### config.mk
export PLATFORM = sky130hd
export DESIGN_NAME = multiword_add_sequencer
export DESIGN_NICKNAME = d
export VERILOG_FILES = /design/src/rtl/multiword_add_sequencer.sv
export SDC_FILE = /design/constraint.sdc
export NUM_CORES = 1
export LEC_CHECK = 0
export ABC_AREA = 1
export BUFFER_PORTS_ARGS = -buffer_cell sky130_fd_sc_hd__buf_2
export CAP_MARGIN = 20
export CORE_MARGIN = 2
export CORE_UTILIZATION = 46
export DETAILED_ROUTE_END_ITERATION = 6
export HOLD_SLACK_MARGIN = 0.03
export PLACE_DENSITY = 0.86
export SLEW_MARGIN = 20
export SYNTH_ARGS = -nofsm -noshare
export SYNTH_HDL_FRONTEND = slang
export SYNTH_SLANG_ARGS = --single-unit
### constraint.sdc
create_clock -name clk -period 2.17 [get_ports clk]
set_input_delay 0.1085 -clock clk [delete_from_list [all_inputs] [get_ports clk]]
set_output_delay 0.1085 -clock clk [all_outputs]
set_load 0.02 [all_outputs]
### src/rtl/multiword_add_sequencer.sv
// multiword_add_sequencer: streams multi-word add/sub through one carry-select adder, LS word first
module multiword_add_sequencer #(
  parameter int N     = 8,
  parameter int CNT_W = 4
) (
  input  logic             clk,
  input  logic             rst,
  input  logic             cmd_valid,
  output logic             cmd_ready,
  input  logic [CNT_W-1:0] cmd_words,
  input  logic             cmd_sub,
  input  logic             cmd_cin,
  input  logic             in_valid,
  output logic             in_ready,
  input  logic [N-1:0]     in_a,
  input  logic [N-1:0]     in_b,
  output logic             out_valid,
  input  logic             out_ready,
  output logic [N-1:0]     out_sum,
  output logic             out_last,
  output logic             out_cout,
  output logic             out_ovf,
  output logic             busy
);
  localparam int L = N / 2;
  localparam int U = N - L;
  typedef enum logic {IDLE, RUN} state_t;
  state_t state_q, state_d;
  logic sub_q, sub_d, carry_q, carry_d;
  logic [CNT_W-1:0] rem_q, rem_d;
  logic valid_q, valid_d, last_q, last_d, cout_q, cout_d, ovf_q, ovf_d;
  logic [N-1:0] sum_q, sum_d, b_x, sum;
  logic [L:0] lo;
  logic [U:0] hi0, hi1, hi;
  logic cout, ovf, cmd_hs, in_hs, last_beat;
  assign b_x = in_b ^ {N{sub_q}};
  assign lo = {1'b0, in_a[L-1:0]} + {1'b0, b_x[L-1:0]} + {{L{1'b0}}, carry_q};
  assign hi0 = {1'b0, in_a[N-1:L]} + {1'b0, b_x[N-1:L]};
  assign hi1 = {1'b0, in_a[N-1:L]} + {1'b0, b_x[N-1:L]} + {{U{1'b0}}, 1'b1};
  assign hi = lo[L] ? hi1 : hi0;
  assign sum = {hi[U-1:0], lo[L-1:0]};
  assign cout = hi[U];
  assign ovf = (in_a[N-1] == b_x[N-1]) & (sum[N-1] != in_a[N-1]);
  assign cmd_ready = state_q == IDLE;
  assign busy = state_q == RUN;
  assign in_ready = busy & (~valid_q | out_ready);
  assign cmd_hs = cmd_valid & cmd_ready;
  assign in_hs = in_valid & in_ready;
  assign last_beat = rem_q == CNT_W'(1);
  assign out_valid = valid_q;
  assign out_sum = sum_q;
  assign out_last = last_q;
  assign out_cout = cout_q;
  assign out_ovf = ovf_q;
  always_comb begin
    state_d = state_q;
    sub_d = sub_q;
    carry_d = carry_q;
    rem_d = rem_q;
    valid_d = in_hs | (valid_q & ~out_ready);
    sum_d = in_hs ? sum : sum_q;
    last_d = in_hs ? last_beat : last_q;
    cout_d = in_hs ? last_beat & cout : cout_q;
    ovf_d = in_hs ? last_beat & ovf : ovf_q;
    if (cmd_hs && cmd_words != '0) begin
      state_d = RUN;
      sub_d = cmd_sub;
      carry_d = cmd_sub | cmd_cin;
      rem_d = cmd_words;
    end
    if (in_hs) begin
      carry_d = cout;
      rem_d = rem_q - CNT_W'(1);
      state_d = last_beat ? IDLE : RUN;
    end
  end
  always_ff @(posedge clk) begin
    if (rst) begin
      state_q <= IDLE;
      sub_q <= 1'b0;
      carry_q <= 1'b0;
      rem_q <= '0;
      valid_q <= 1'b0;
      sum_q <= '0;
      last_q <= 1'b0;
      cout_q <= 1'b0;
      ovf_q <= 1'b0;
    end else begin
      state_q <= state_d;
      sub_q <= sub_d;
      carry_q <= carry_d;
      rem_q <= rem_d;
      valid_q <= valid_d;
      sum_q <= sum_d;
      last_q <= last_d;
      cout_q <= cout_d;
      ovf_q <= ovf_d;
    end
  end
endmodule
* After elaboration in Yosys (flattened, before gate mapping)
Index checks and enable logic that the tools add are counted.
Cells by class: divide/modulo/power cells 0, reduce and logical (&&, ||, !) cells 3, bitwise operators 14, magnitude comparators 0, equal/unequal tests 3, add/sub/neg operators 5, multiplexer cells 8, shifts and indexed selects 0, $mul 0
Operators by type and width (number):
- $add A4 B4 Y5 | 2
- $mux W4 | 2
- $xor A8 B8 Y8 | 1
- $and A1 B1 Y1 | 7
- $add A5 B1 Y5 | 1
- $add A5 B1 Y5 const B | 1
- $mux W1 | 5
- $mux W5 | 1
- $eq A4 B1 Y1 const B | 1
- $reduce_bool A4 Y1 | 1
- $sub A4 B1 Y4 const B | 1
- $not A1 Y1 | 3
- $or A1 B1 Y1 | 3
- $reduce_bool A2 Y1 | 1
- $eq A1 B1 Y1 | 1
- $logic_and A1 B1 Y1 | 1
- $ne A1 B1 Y1 | 1
Storage, ports and cells: output and inout bits 15, bits in writable memories 0, ROM bits 0, memories kept 0, bits in latches 0, register bits 19, word-level logic and storage cells 42, bits of input ports 27

* Depth between registers and ports, before layout
Gate-level depths: netlist (run 1).
depth after elaboration 7, mapped depth 13, gate-level depth less buffers 12

* Worst setup path before layout (run 1)
No wires, ideal clock.
path type reg-to-reg, start point register sub_q, end point register carry_q, library setup time 66 ps, data required time 2104 ps, stages on the path, launching flop included 14, period minus slack after synthesis 2130 ps, path buffers 1, slack 40 ps, arrival time 2064 ps, path through dfxtp_1 > buf_2 > xor2_1 > fa_1 > fa_1 > nand3_2 > nand3_4 > nand2_2 > nor2_4 > nand2_1 > nand2_1 > nand3_2 > nand2_2 > a21oi_2
Between the ends: longest elaborated chain between the ends 5, elaborated cells between the ends (all ways) 7, classes of those cells 4 x add/sub; 2 x mux; 1 x bitwise
RTL lines:
- start, declared | line 29 | logic sub_q, sub_d, carry_q, carry_d;
- start signal, assigned | line 90 | sub_q <= sub_d;
- $xor A8 B8 Y8 * | line 36 | assign b_x = in_b ^ {N{sub_q}};
- $add A4 B4 Y5, on equally long branches | line 38, 39, 37
- $add A5 B1 Y5, on equally long branches | line 39, 37
- $mux W5 * | line 40 | assign hi = lo[L] ? hi1 : hi0;
- $mux W1 * | line 71 | if (in_hs) begin
- end signal, assigned | line 91 | carry_q <= carry_d;
- end, declared | line 29
Mark *: on every way between the ends. The rest lies on a longest branch, timed or not. A chain may end at the register's enable or synchronous reset.

* Worst setup path after layout (run 1)
Ends and elaborated chain as after synthesis.

==> results of run 1 <==
-- cells in the mapped netlist (all sizes together) (2+ instances only) --
library cell | instances | area [um^2]
nand2 | 36 | 155
inv | 27 | 101
dfxtp | 19 | 380
nand3 | 17 | 133
a21oi | 16 | 87.6
nor2 | 14 | 75.1
ha | 10 | 125
xor2 | 10 | 87.6
o21ai | 8 | 40.0
buf | 4 | 32.5
o211ai | 4 | 30.0
fa | 3 | 60.1
o221ai | 2 | 17.5
-- power by group --
part	total, mW	leakage [nW]	internal (mW)	switching [mW]
sequential	0.390	0.156	0.376	0.0147
combinational	0.425	0.692	0.167	0.258
clock	0.185	0.0177	0.0690	0.116
total	1.00	0.865	0.612	0.389
-- critical path: stages, from the launching register on --
cell and delay, ns:
dfxtp_2 0.36, buf_4 0.17, xor2_2 0.19, fa_1 0.61, ha_1 0.18, nand2_2 0.08
nor2_4 0.09, nand2_1 0.05, nand2_1 0.06, nand3_2 0.08, nand2_2 0.08, a21oi_2 0.04
-- stage by stage --
| step | setup TNS (ns) | hold WS [ns] | utilization (%) |
|---|---|---|---|
| floorplan | 0 | 0.275 | - |
| global placement | 0 | 0.387 | 57.0 |
| detailed placement | 0 | 0.395 | 57.0 |
| CTS | 0 | 0.0585 | 57.9 |
| global route | -0.00977 | 0.0508 | 58.4 |
| finish | 0 | 0.0586 | 58.4 |
-- repair_timing --
item / 4_1_cts / 5_1_grt
resized for setup: 0 / 5
endpoints found under the setup margin: 0 / 7
endpoints found under the hold margin: 0 / 0
-- cell families after synthesis --
logic type | count (synthesis) | share of synthesized area [%]
DFF | 19 | 27.7
adders and majority gates | 13 | 13.5
and+or+nand+nor | 68 | 26.9
AOI/OAI and AO/OA | 34 | 14.9
xor gates and xnor gates | 11 | 7.01
buffers and inverters | 32 | 10.0
-- flip-flops by register name (all words and copies together), names as in the netlist --
signal and cells:
out_sum 8, sub_q 1, busy 1, out_last 1, rem_q 4, out_ovf 1
carry_q 1, out_cout 1, out_valid 1
-- cell usage in the layout (no fill, tap or decap) --
| master | instances |
|---|---|
| o211ai_1 | 4 |
| nand2_2 | 5 |
| nor2_2 | 3 |
| inv_1 | 25 |
| clkbuf_4 | 3 |
| fa_1 | 1 |
| ha_1 | 10 |
| a21oi_2 | 2 |
| dfxtp_1 | 18 |
| dfxtp_2 | 1 |
| o21ai_0 | 7 |
| buf_2 | 41 |
| nand3b_1 | 1 |
| xor2_1 | 9 |
| a211oi_1 | 1 |
| a21oi_1 | 14 |
| inv_2 | 2 |
| nor2_4 | 2 |
| nand2_1 | 30 |
| clkinv_2 | 1 |
| nand3_2 | 7 |
| o21a_1 | 1 |
| nand3_1 | 9 |
| nand2_4 | 1 |
| nor2_1 | 9 |
| a21o_1 | 1 |
| buf_4 | 2 |
| xor2_2 | 1 |
| xnor2_1 | 1 |
| o221ai_1 | 2 |
| o21ai_1 | 1 |
| o21bai_1 | 1 |
| nand3_4 | 1 |
| fa_2 | 2 |
-- layout make-up --
| cell class | instances | share of cell area, % |
|---|---|---|
| Timing Repair Buffer | 43 | 13.4 |
| Clock buffer | 3 | 1.37 |
| Sequential cell | 19 | 23.3 |
| Clock inverter | 1 | 0.305 |
| Tap cell | 31 | 2.37 |
| Multi-Input combinational cell | 126 | 53.1 |
| Inverter | 27 | 6.18 |
-- layer usage --
layer	GRT usage (%)	vias up	routed length [um]	part of all wire (%)
li1	-	658	-	-
met1	23.9	594	1300	45
met2	29.4	36	1350	47
met3	4.84	7	159	5.5
met4	5.84	0	55	1.9
met5	0	-	0	0
-- final timing paths --
check / from / end / slack (ns) / depth (start not counted)
min: rst / out_ovf / 0.06 / 2
min reg2reg: out_last / out_last / 0.47 / 2
max reg2reg: sub_q / carry_q / 0.08 / 11
max: sub_q / carry_q / 0.08 / 11
==> flow_metrics.tcl, run 1 <==
set metrics [dict create \
    cts-buffers-inserted 3 \
    place_area_mm2 0.00160 \
    drcViolationCount 3 \
    cts_htree_levels 1 \
    status "complete, but fails checks" \
    synth.avg_cell_area_um2 7.77 \
    nets 260 \
    max-slew-margin-rel_pct 75.5 \
    fin_crit_ns 2.09 \
    critPathKind "reg2reg" \
    cts_hold_buf 0 \
    cts_setup_buffers 0 \
    first_iter_violations 27 \
    drive_gt1_share_pct 33.8 \
    syn-cell-area_mm2 0.00138 \
    fmax_mhz 478 \
    drv_cap 0 \
    power_density_mw_per_mm2 611 \
    coreArea_mm2 0.00281 \
    fillers 265 \
    synth-main-ff-cell "dfxtp_1" \
    grt_setup_unrepaired "yes" \
    seqCellArea_um2 382 \
    num_rows 19 \
    overflow 0 \
    viasPerCell 5.18 \
    leakage_nw 0.865 \
    yosysWarnings 0 \
    finClkSkew_ns 0.00591 \
    dp_hpwl_um 2310 \
    cp.arrival_ns 2.31 \
    hold_class "in2reg" \
    instances_no_fill 250 \
    hold_viol 0 \
    grt_pass1_wl_um 4840 \
    io_pins 42 \
    start_util_pct 49.0 \
    die_h_um 58.7 \
    setup_slack_ns 0.0764 \
    cts_tree "yes" \
    track_usage_pct 18.2 \
    drv_slew 0 \
    dpl.cell_count 246 \
    setup_violations 0 \
    ir_drop_mv 0.446 \
    multiInputGateArea_um2 870 \
    synth_cell_types 29 \
    port_buffers 41 \
    drtAntennaViolNets 0 \
    wirelength_um 2870 \
    crit_path_max_fanout 5 \
    clk_latency_ns 0.31 \
    cts.reportedPaths.clkPinSlew_ns 0.11 \
    ys_ff_latch 19 \
    post-route-period-util_pct 96.5 \
    grt_pass1_vias 1123 \
    vias 1295 \
    antenna_found_initial 0 \
    netlist_instances 177 \
    cp.required_ns 2.39 \
    cp-end-kind "flop" \
    routabilityCongestion 0.796 \
    grt_max_degree 16 \
    clockBufferDepth 2 \
    cts.sinks 19 \
    cts_root_buffer "clkbuf_4" \
    place_ws_ns 0.0295 \
    synth_edf_count 0 \
    tightest_slew_ns 0.368 \
    violations "design-rule violations" \
    ys_seq_area_share_pct 27.7 \
    fin_area_mm2 0.00164 \
    antenna_cells 0 \
    cp-start-kind "flop" \
    synth_fp_nets 217 \
    first_pass_iters 6 \
    ys_async_sr_fraction_pct 0 \
    area_growth_pct 19.2 \
    p_total_mw 1.00 \
    wl_per_cell_um 11.5 \
    die-width_um 58.7 \
    die-area_mm2 0.00344 \
]
Note: power is estimated with default switching activity, not from simulation.
==> run 2, diff against run 1 <==
GPL_TIMING_DRIVEN = 0   (was default)
==> run 2 against run 1 <==
Effect of this change: the flow still finishes with violations (design-rule violations); design area increased by 6.3%; core utilization increased by 3.7 points; critical path depth unchanged; total power increased by 4.7%; count of clock-buffer cells in the layout increased by 1; largest power group unchanged.
==> flow_metrics.tcl, run 2 (synthesis gave the netlist of run 1 again) <==
set metrics [dict create \
    r2r-end "out_ovf" \
    path_cells "xor2_2 -> fa_2 -> fa_2 -> nand3_2 -> nand3_4 -> nand2_4 -> nor2_4 -> nand2_2 -> nand3b_1 -> nand3_2 -> a21oi_2" \
    crit_start "sub_q" \
    post-route-period-util_pct 95.4 \
    status "complete, but fails checks" \
    crit_family "adder cells" \
    cp_num_buf_inv 0 \
    first_iter_violations 45 \
    cp-end-kind "flop" \
    crit_path_max_fanout 6 \
    fmax_mhz 483 \
    violations "design-rule violations" \
    area_growth_pct 26.8 \
    reg2reg_depth 11 \
    io_pins 42 \
    worst-r2r-setup-slack_ns 0.10 \
    finClkSkew_ns 0.00440 \
    clk_latency_ns 0.29 \
    track_usage_pct 17.9 \
    grt_setup_unrepaired "yes" \
    grt_pass1_vias 1141 \
    viasPerCell 5.08 \
    antenna_found_initial 0 \
    critPathKind "reg2reg" \
    antenna_cells 0 \
    clockBufferDepth 2 \
    fin_crit_ns 2.07 \
    drv_slew 0 \
    overflow 0 \
    drv_cap 0 \
    reg2reg_from "sub_q" \
    cts_tree "yes" \
    coreArea_mm2 0.00281 \
    cts-buffers-inserted 3 \
    cpPeakStageDelay_ns 0.39 \
    drcViolationCount 3 \
    min_from "cmd_sub" \
    hold_class "in2reg" \
    grt_max_degree 11 \
    leakage_nw 0.904 \
    cp.arrival_ns 2.25 \
    dp_hpwl_um 2300 \
    power_density_mw_per_mm2 601 \
    start_util_pct 49.0 \
    min_to "sub_q" \
    vias 1300 \
    drtAntennaViolNets 0 \
    wl_per_cell_um 11.5 \
    nets 266 \
    ir_drop_mv 0.412 \
    first_pass_iters 6 \
    setup_violations 0 \
    port_buffers 40 \
    hold_viol 0 \
    timing.hold.ws_ns 0.115 \
    tightest_slew_ns 0.452 \
    routabilityCongestion 0.779 \
    final_cell_mix "buf_2 (41), nand2_1 (28), inv_1 (24)" \
    cts.sinks 19 \
    wirelength_um 2960 \
    crit_path_top_delay_cell "dfxtp_4" \
    cts.reportedPaths.clkPinSlew_ns 0.10 \
    cts_hold_buf 0 \
    min_path_cells 3 \
    cp.required_ns 2.35 \
    largest_register_ffs 8 \
    die-width_um 58.7 \
    cp-start-kind "flop" \
    final_common_cell "buf_2" \
    p_total_mw 1.05 \
    cts_htree_levels 1 \
    max-slew-margin-rel_pct 69.8 \
    grt_pass1_wl_um 4770 \
    die_h_um 58.7 \
    die-area_mm2 0.00344 \
    cts_root_buffer "clkbuf_4" \
    num_rows 19 \
    fillers 257 \
    drive_gt1_share_pct 38.2 \
]
## run 2: cell count changes in the layout (fill, tap and decap cells not counted), moves of 2 or more
cell | previous run | this run
buf_4 | 2 | 4
buf_6 | 0 | 3
clkbuf_1 | 0 | 2
ha_1 | 10 | 8
ha_2 | 0 | 2
nand2_1 | 30 | 28
nand2_4 | 1 | 3
nand3_1 | 9 | 7
## run 2: layer usage
metal	vias to the layer above	GRT usage (%)	part of all wire [%]
li1	673	-	-
met1	586	23.8	48
met2	39	29.9	47
met3	2	4.18	4.7
met4	0	3.25	0.47
met5	-	0	0
## run 2: worst max path at each step
stage	slack (ns)	depth (start not counted)	end
2_1_floorplan	0.04	13	carry_q
3_3_place_gp	-0.11	13	carry_q
3_5_place_dp	-0.14	11	out_ovf
4_1_cts	0.008	12	carry_q
5_1_grt	-0.02	12	carry_q
6_report	0.10	11	out_ovf
## run 2: worst min-delay path: stages
cell	delay, ns
buf_2	0.09
o21ai_0	0.09
nor2_1	0.08
## run 2: final cells by class
class,count,area [um^2],share of cell area (%)
inverters,27,101,5.81
multi-input cells,126,920,52.8
flip-flops and latches,19,384,22.0
plain buffers,4,31.3,1.79
clock buffers,4,26.3,1.51
well taps,31,38.8,2.23
repair buffers,45,241,13.9
## run 2: metrics by stage
stage	instances	instance area, um^2	TNS (ns)	setup slack [ns]	util (%)
2_1_floorplan	177	1380	0	0.0400	-
3_3_place_gp	248	1610	-0.452	-0.115	57.5
3_5_place_dp	248	1610	-0.676	-0.138	57.5
4_1_cts	257	1690	0	0.00831	60.4
5_1_grt	256	1740	-0.0455	-0.0230	62.1
6_report	256	1740	0	0.101	62.1
## run 2: report_power, final
| part | total [mW] | switching, mW | leakage (nW) | internal (mW) |
|---|---|---|---|---|
| clock network | 0.172 | 0.100 | 0.0150 | 0.0716 |
| logic | 0.483 | 0.286 | 0.733 | 0.197 |
| registers | 0.392 | 0.0171 | 0.156 | 0.375 |
## run 2: repair_timing
item	CTS	global route
setup endpoints to repair	7	5
resized for setup	6	14
pin swaps	4	5
buffers inserted	5	0
endpoints found under the hold margin	0	0
==> run 3, diff against run 2 <==
ABC_AREA = default   (was 1)
CORE_UTILIZATION = 44   (was 46)
PLACE_DENSITY = 0.85   (was 0.86)
==> run 3 against run 2 <==
Effect of this change: largest cell class unchanged; maximum frequency down 17%; critical endpoint is now carry_q; critical path depth fell by 2; clock power up 8%; the flow finishes with violations (negative setup slack); clock skew shrank 0.0011 ns; design area is 6.2% lower; via count fell by 9.5%.
==> flow_metrics.tcl, run 3 <==
set metrics [dict create \
    ys_async_sr_fraction_pct 0 \
    path_common_cell "ha_2" \
    die_h_um 56.3 \
    power_density_mw_per_mm2 610 \
    die-width_um 56.3 \
    synth_edf_count 0 \
    cp-end-kind "flop" \
    cp-start-kind "flop" \
    cts-buffers-inserted 3 \
    cp_num_buf_inv 1 \
    viasPerCell 5.40 \
    leakage_nw 0.736 \
    synth.avg_cell_area_um2 8.67 \
    largest_register_ffs 8 \
    synthSimpleGateAreaFrac_pct 18.2 \
    fmax_mhz 402 \
    vias 1177 \
    path_cells "xor2_2 -> ha_2 -> fa_1 -> ha_2 -> inv_1 -> a211o_1 -> or4_4 -> nand3_2 -> a21oi_2" \
    io_pins 42 \
    synth_top_family_by_area "compound AO/OA/AOI/OAI gates" \
    clk_latency_ns 0.31 \
    grtUsageMet1_pct 22.3 \
    area_growth_pct 35.6 \
    ys_ff_latch 19 \
    synth_top_cells_by_count "a21oi_1 (19), dfxtp_1 (19), nand2_1 (18), ha_1 (10)" \
    seqCellArea_um2 384 \
    num_rows 18 \
    grt_pass1_wl_um 5020 \
    dp_hpwl_um 2170 \
    cp.required_ns 2.36 \
    drv_slew 0 \
    coreArea_mm2 0.00254 \
    yosysWarnings 0 \
    hold_viol 0 \
    first_pass_iters 5 \
    multiInputGateArea_um2 893 \
    nets 229 \
    antenna_cells 0 \
    synth_compound_area_share_pct 19.2 \
    finish.utilization_pct 64.2 \
    final_common_cell "buf_2" \
    final_cell_mix "buf_2 (41), dfxtp_1 (18), nand2_1 (16)" \
    cts_hold_buf 0 \
    synth_fa_ha_area_share_pct 15.4 \
    yosysTopAreaCell "dfxtp_1" \
    synthTopCellsByArea "dfxtp_1 (32%), ha_1 (10%), a21oi_1 (7.9%)" \
    syn-cell-area_mm2 0.00120 \
    cts_htree_levels 1 \
    cts.sinks 19 \
    met2_usage_pct 37.8 \
    max-slew-margin-rel_pct 37.8 \
    cts_tree "yes" \
    finClkSkew_ns 0.00327 \
    ir_drop_mv 0.405 \
    fillers 218 \
    cts_root_buffer "clkbuf_4" \
    status "complete, but fails checks" \
    grt_max_degree 12 \
    crit_path_max_fanout 2 \
    timing.hold.ws_ns 0.0370 \
    grt_pass1_vias 1209 \
    tightest_slew_ns 0.919 \
    drtAntennaViolNets 0 \
    setup_violations 5 \
    die-area_mm2 0.00317 \
    synth_mux_area_share_pct 0.831 \
    wl_per_cell_um 14.1 \
    fin_tns_setup_ns -0.829 \
    start_util_pct 47.3 \
    crit_family "adder cells" \
    track_usage_pct 20.0 \
    port_buffers 40 \
    drv_cap 0 \
    violations "negative setup slack" \
    clockBufferDepth 2 \
    top_usage_layer "met2" \
    grt_use_met3_pct 2.76 \
    drive_gt1_share_pct 42.0 \
    crit_path_top_delay_cell "or4_4" \
    synth-main-ff-cell "dfxtp_1" \
    critPathKind "reg2reg" \
    first_iter_violations 42 \
    setup_slack_ns -0.317 \
    cts.reportedPaths.clkPinSlew_ns 0.11 \
    synth_fp_nets 179 \
    antenna_found_initial 0 \
    cpPeakStageDelay_ns 0.53 \
    hold_class "in2reg" \
    cp.arrival_ns 2.68 \
    place_ws_ns -0.446 \
    fin_crit_ns 2.49 \
    overflow 0 \
    synth_top_cell_area_share_pct 31.6 \
    post-route-period-util_pct 115 \
    grt_setup_unrepaired "yes" \
    netlist_instances 139 \
    routabilityCongestion 0.815 \
    synth_cell_types 36 \
    synth_xor_area_share_pct 11.3 \
    drcViolationCount 0 \
    wirelength_um 3080 \
    ys_seq_area_share_pct 31.6 \
]
-- run 3: tightest hold or removal path: cells and delay by family --
family / cells / cell delay (ns)
compound gates: 1 / 0.05
simple gates: 1 / 0.05
buf+inv: 1 / 0.10
-- run 3: path summary, 6_finish.rpt --
kind | start | endpoint | slack, ns | depth (start not counted)
setup / recovery | sub_q | carry_q | -0.32 | 9
hold / removal | cmd_sub | sub_q | 0.04 | 3
setup reg to reg | sub_q | carry_q | -0.32 | 9
hold reg to reg | out_sum[4] | out_sum[4] | 0.46 | 2
-- run 3: logic make-up after synthesis --
family,count (synthesis)
AO/OA/AOI/OAI,35
AND/OR/NAND/NOR,46
XOR/XNOR,14
adder cells (fa/ha/maj),13
multiplexers,1
flip-flops,19
buffers and inverters,11
-- run 3: metrics by stage --
| step | std cells | instance area, um^2 | total power [mW] |
|---|---|---|---|
| finish | 218 | 1630 | 0.996 |
| detailed placement | 209 | 1460 | 0.746 |
| global route | 218 | 1630 | 1.06 |
| CTS | 218 | 1560 | 0.956 |
| global placement | 209 | 1460 | 0.728 |
| floorplan | 139 | 1220 | 0.653 |
-- run 3: report_power, final --
| group | internal (mW) | switching (mW) |
|---|---|---|
| Combinational | 0.196 | 0.222 |
| Sequential | 0.374 | 0.0195 |
| Clock | 0.0690 | 0.117 |
| Total | 0.639 | 0.358 |
-- run 3: area by class of cell --
class | instances | share of cell area (%)
repair buffers | 46 | 15.5
clock buffers | 3 | 1.38
flip-flops and latches | 19 | 23.5
plain buffers | 5 | 1.23
multi-input cells | 109 | 54.7
clock inverters | 1 | 0.306
inverters | 5 | 1.15
well taps | 30 | 2.30
-- run 3: per-layer routing --
metal / part of all wire, % / vias up
met5: 0 / -
met1: 41 / 553
met4: 1.7 / 0
met3: 4.4 / 4
met2: 52 / 32
li1: - / 588
-- run 3: timing repair --
item | in CTS | in global routing
hold endpoints to repair | 0 | 0
setup buffers | 5 | 2
gates resized for setup | 8 | 16
pin swaps | 4 | 11
setup endpoints to repair | 5 | 9
gates cloned | 0 | 0
